## src/rtl/program_loader.sv

```systemverilog
// Byte-stream program loader: assembles big-endian 16-bit words from a byte stream,
// writes them to sequential program-memory addresses, then checks a trailing XOR byte.
module program_loader #(
    parameter int ADDR_W = 11,
    parameter int DATA_W = 16,
    parameter int DEPTH  = 2048
) (
    input  logic              clk,
    input  logic              reset,
    input  logic              Start,
    input  logic [ADDR_W:0]   Word_Count,
    input  logic [7:0]        Rx_Data,
    input  logic              Rx_Valid,
    output logic              Wr_En,
    output logic [ADDR_W-1:0] Wr_Addr,
    output logic [DATA_W-1:0] Wr_Data,
    output logic              Busy,
    output logic              Done,
    output logic              Chk_Ok,
    output logic [2:0]        o_dbg_state
);

    typedef enum logic [2:0] {
        S_IDLE = 3'd0,
        S_HI   = 3'd1,
        S_LO   = 3'd2,
        S_CHK  = 3'd3,
        S_DONE = 3'd4
    } state_t;

    localparam logic [ADDR_W:0] L_MAX = (ADDR_W + 1)'(DEPTH);
    localparam logic [ADDR_W:0] L_ONE = (ADDR_W + 1)'(1);

    state_t              r_state;
    logic [ADDR_W:0]     r_n;
    logic [ADDR_W:0]     r_cnt;
    logic [7:0]          r_hi;
    logic [7:0]          r_acc;
    logic                r_wr_en;
    logic [ADDR_W-1:0]   r_wr_addr;
    logic [DATA_W-1:0]   r_wr_data;
    logic                r_busy;
    logic                r_done;
    logic                r_chk_ok;

    logic [ADDR_W:0]     w_n;
    logic [ADDR_W:0]     w_cnt_next;
    logic [7:0]          w_acc_next;

    // Requests beyond the memory depth are clipped so the address can never wrap.
    assign w_n        = (Word_Count > L_MAX) ? L_MAX : Word_Count;
    assign w_cnt_next = r_cnt + L_ONE;
    assign w_acc_next = r_acc ^ Rx_Data;

    always_ff @(posedge clk or posedge reset) begin
        if (reset) begin
            r_state   <= S_IDLE;
            r_n       <= '0;
            r_cnt     <= '0;
            r_hi      <= '0;
            r_acc     <= '0;
            r_wr_en   <= 1'b0;
            r_wr_addr <= '0;
            r_wr_data <= '0;
            r_busy    <= 1'b0;
            r_done    <= 1'b0;
            r_chk_ok  <= 1'b0;
        end else begin
            r_wr_en <= 1'b0;
            case (r_state)
                S_IDLE, S_DONE: begin
                    if (Start) begin
                        r_n       <= w_n;
                        r_cnt     <= '0;
                        r_acc     <= '0;
                        r_wr_addr <= '0;
                        if (w_n == '0) begin
                            r_state  <= S_DONE;
                            r_busy   <= 1'b0;
                            r_done   <= 1'b1;
                            r_chk_ok <= 1'b1;
                        end else begin
                            r_state  <= S_HI;
                            r_busy   <= 1'b1;
                            r_done   <= 1'b0;
                            r_chk_ok <= 1'b0;
                        end
                    end
                end
                S_HI: begin
                    if (Rx_Valid) begin
                        r_hi    <= Rx_Data;
                        r_acc   <= w_acc_next;
                        r_state <= S_LO;
                    end
                end
                S_LO: begin
                    // Leaving straight for HI lets the byte in the write cycle start the next word.
                    if (Rx_Valid) begin
                        r_acc     <= w_acc_next;
                        r_wr_en   <= 1'b1;
                        r_wr_data <= {r_hi, Rx_Data};
                        r_wr_addr <= r_cnt[ADDR_W-1:0];
                        r_cnt     <= w_cnt_next;
                        r_state   <= (w_cnt_next == r_n) ? S_CHK : S_HI;
                    end
                end
                S_CHK: begin
                    if (Rx_Valid) begin
                        r_chk_ok <= (w_acc_next == 8'h00);
                        r_done   <= 1'b1;
                        r_busy   <= 1'b0;
                        r_state  <= S_DONE;
                    end
                end
                default: begin
                    r_state <= S_IDLE;
                    r_busy  <= 1'b0;
                end
            endcase
        end
    end

    assign Wr_En       = r_wr_en;
    assign Wr_Addr     = r_wr_addr;
    assign Wr_Data     = r_wr_data;
    assign Busy        = r_busy;
    assign Done        = r_done;
    assign Chk_Ok      = r_chk_ok;
    assign o_dbg_state = r_state;

endmodule

```

## config.mk

```make
export PLATFORM = sky130hd
export DESIGN_NAME = program_loader
export DESIGN_NICKNAME = d
export VERILOG_FILES = /design/src/rtl/program_loader.sv
export SDC_FILE = /design/constraint.sdc
export NUM_CORES = 1
export LEC_CHECK = 0
export ABC_CLOCK_PERIOD_IN_PS = 2900
export CELL_PAD_IN_SITES_DETAIL_PLACEMENT = 1
export CELL_PAD_IN_SITES_GLOBAL_PLACEMENT = 2
export CORE_AREA = 2 2 107 109
export DETAILED_ROUTE_END_ITERATION = 8
export DIE_AREA = 0 0 109 111
export PLACE_DENSITY = 0.83
export SLEW_MARGIN = 0
export SYNTH_ARGS = -nofsm -noshare
export SYNTH_HDL_FRONTEND = slang
export SYNTH_SLANG_ARGS = --single-unit
```

## constraint.sdc

```tcl
create_clock -name clk -period 2.9 [get_ports clk]
set_input_delay 0.58 -clock clk [delete_from_list [all_inputs] [get_ports clk]]
set_output_delay 0.58 -clock clk [all_outputs]
set_load 0.02 [all_outputs]
```

==> flow_metrics.env <==
export IMPL_area_growth_pct=29.66
export IMPL_p_comb_frac=0.373
export IMPL_cp_end_kind="flip-flop"
export IMPL_fin_worst_skew_ns=0.006382
export IMPL_post_cts_resized=0
export IMPL_yosys_warnings=0
export IMPL_wl_per_cell_um=16.40
export IMPL_endpoint="r_acc[6]"
export IMPL_r2r_end="r_acc[6]"
export IMPL_crit_fanout=19
export IMPL_cts_sinks=74
export IMPL_r2r_cells=8
export IMPL_switching_share=0.3816
export IMPL_synth_ff_type="dfrtp_1"
export IMPL_min_path_cells=2
export IMPL_power_density_nw_per_um2=944.3
export IMPL_gp_congestion=0.8259
export IMPL_syn_nets=388
export IMPL_yosysTopAreaCell="dfrtp_1"
export IMPL_setup_tns_ns=0
export IMPL_synth_enable_flop_cells=0
export IMPL_vias_per_cell=4.991
export IMPL_first_pass_iters=4
export IMPL_fin_area_um2=4617
export IMPL_rows=39
export IMPL_crit_type="in2reg"
export IMPL_critical_path_startpoint="Rx_Valid"
export IMPL_timing_final_crit_share=0.8097
export IMPL_tightest_slew_ns=0.6813
export IMPL_critPathLaunchType="input port"
export IMPL_hold_violations=0
export IMPL_final_layout_size_suffix_gt1_frac=0.1174
export IMPL_ys_seq_area_frac=0.5200
export IMPL_critPathRequiredTime_ns=3.15
export IMPL_timing_hold_ws_ns=0.4653
export IMPL_path_clk_slew_ns=0.07
export IMPL_max_freq_mhz=425.9
export IMPL_antenna_found_initial=0
export IMPL_grt_pass1_wl_mm=15.79
export IMPL_worst_ir_drop_vdd_v=0.0004229
export IMPL_cts_buffers=9
export IMPL_start_util=0.3215
export IMPL_worstHoldPathType="reg2reg"
export IMPL_holdCritStartpoint="r_hi[6]"
export IMPL_final_max_slew_viol_count=0
export IMPL_status="finished, final reports clean"
export IMPL_seq_power_share=0.374
export IMPL_die_h_um=111
export IMPL_power_switching_uw=1663
export IMPL_synth_area_per_cell_um2=9.810
export IMPL_dp_hpwl_mm=6.520
export IMPL_synth_top_cells_by_count="nand2_1, dfrtp_1, o21ai_0"
export IMPL_cts_root_buf="clkbuf_16"
export IMPL_synthMostInstantiatedCell="nand2_1"
export IMPL_dr_first_iter_drc_count=60
export IMPL_r2r_start="o_dbg_state[1]"
export IMPL_p_int_uw=2696
export IMPL_p_total_uw=4360
export IMPL_synth_top_area_share=0.5200
export IMPL_io_pins=58
export IMPL_synth_seq_cells=74
export IMPL_die_w_um=109
export IMPL_synth_cell_types=50
export IMPL_placed_area_um2=4325
export IMPL_maxSlewHeadroom=0.5451
export IMPL_ys_async_sr_fraction=1.000
export IMPL_max_cap_viol_count=0
export IMPL_clock_tree_buffer_depth=2
export IMPL_ant_nets=0
export IMPL_core_area_um2=11080
export IMPL_crit_arrival_ns=2.59
export IMPL_fin_util=0.4168
export IMPL_synth_area_leaders="dfrtp_1, nand2_1, o21ai_0"
export IMPL_reg2reg_slack_ns=0.75
export IMPL_pwr_share_clk=0.253
export IMPL_fin_crit_ns=2.348
export IMPL_p_leak_uw=0.001992
export IMPL_clk_latency_ns=0.34
export IMPL_track_usage=0.1678
export IMPL_num_vias=2840
export IMPL_grt_start_max_net_pins=30
export IMPL_portBuffers=57
export IMPL_syn_area_um2=3561
export IMPL_cts_htree_levels=3
export IMPL_rsz0062_at_grt="no"
export IMPL_drcViolationCount=0
export IMPL_final_setup_viol_count=0
export IMPL_cts_tree="yes"
export IMPL_diodes=0
export IMPL_synth_cells=363
export IMPL_overflow=0
export IMPL_fin_nets=446
export IMPL_grt_pass1_vias=3056
export IMPL_wirelength_mm=9.330
export IMPL_dieArea_um2=12100
export IMPL_cts_setup_buffers=0
export IMPL_postCtsHoldBufs=0
[flip-flops by register name, indices dropped and copies added, names as in the netlist]
| name | count |
|---|---|
| o_dbg_state | 3 |
| r_hi | 8 |
| r_acc | 8 |
| Busy | 1 |
| Chk_Ok | 1 |
| Wr_En | 1 |
| Done | 1 |
| Wr_Data | 16 |
| r_n | 12 |
| r_cnt | 12 |
| Wr_Addr | 11 |
[worst min-delay path by stage]
stage                  endpoint  slack [ns]
global route        Wr_Data[13]        0.51
global placement    Wr_Data[14]        0.45
floorplan           Wr_Data[10]        0.43
CTS                 Wr_Data[14]        0.47
detailed placement  Wr_Data[14]        0.46
finish              Wr_Data[14]        0.47
[final cells by class]
| type | instances | area [um^2] |
|---|---|---|
| Clock buffer | 9 | 225.2 |
| Clock inverter | 7 | 66.31 |
| Fill cell | 1260 | 6460 |
| Inverter | 3 | 16.27 |
| Multi-Input combinational cell | 266 | 1608 |
| Sequential cell | 74 | 1852 |
| Tap cell | 143 | 178.9 |
| Timing Repair Buffer | 67 | 670.6 |
[through the flow]
stage	std cells	setup WS, ns
floorplan	363	0.4384
global placement	553	0.3022
detailed placement	553	0.1949
CTS	569	0.5209
global route	569	0.4175
finish	569	0.5518
[per-layer routing]
metal / part of all wire / global-route usage
met5: 0 / 0
met4: 0.019 / 0.05726
met3: 0.031 / 0.03410
met2: 0.50 / 0.2853
met1: 0.45 / 0.2091
[logic make-up after synthesis]
logic type | after synthesis | share of synthesized area
and+or+nand+nor | 147 | 0.1957
DFF | 74 | 0.5200
muxes | 11 | 0.03408
AOI/OAI and AO/OA | 82 | 0.1564
adders and majority gates | 2 | 0.006324
buffers and inverters | 23 | 0.02846
xor gates and xnor gates | 24 | 0.05903
[critical path: stages]
cell and delay (ns):
clkdlybuf4s50_1 0.58, nand2_4 0.09, or3_4 0.37, clkinv_4 0.06, buf_4 0.24, nor3_2 0.16
nor2_4 0.23, nand2_1 0.09, o21ai_0 0.18
[power by group through the flow]
stage	Combinational, uW	Sequential [uW]	Clock (uW)
after floorplan	908	1740	0
after global placement	1600	1640	0
after detailed placement	1650	1650	0
after CTS	1670	1640	1140
after global routing	1800	1680	1180
final	1630	1630	1100
[layout by cell type, fill, tap and decap left out, types with 2 or more instances in the layout]
cell type	count
a21oi_1	6
a22o_1	19
and2_1	3
and3_1	2
buf_12	2
buf_4	8
clkbuf_16	9
clkdlybuf4s50_1	57
clkinv_4	3
dfrtp_1	74
inv_6	3
inv_8	2
mux2_2	9
mux2i_1	2
nand2_1	78
nand2b_1	7
nand3_1	5
nand3_2	2
nand3b_1	4
nand4_1	3
nor2_1	25
nor3_1	5
nor4_1	2
o21ai_0	41
o22ai_1	2
o31ai_1	4
xnor2_1	16
xor2_1	8
(Power assumes the default switching activity.)
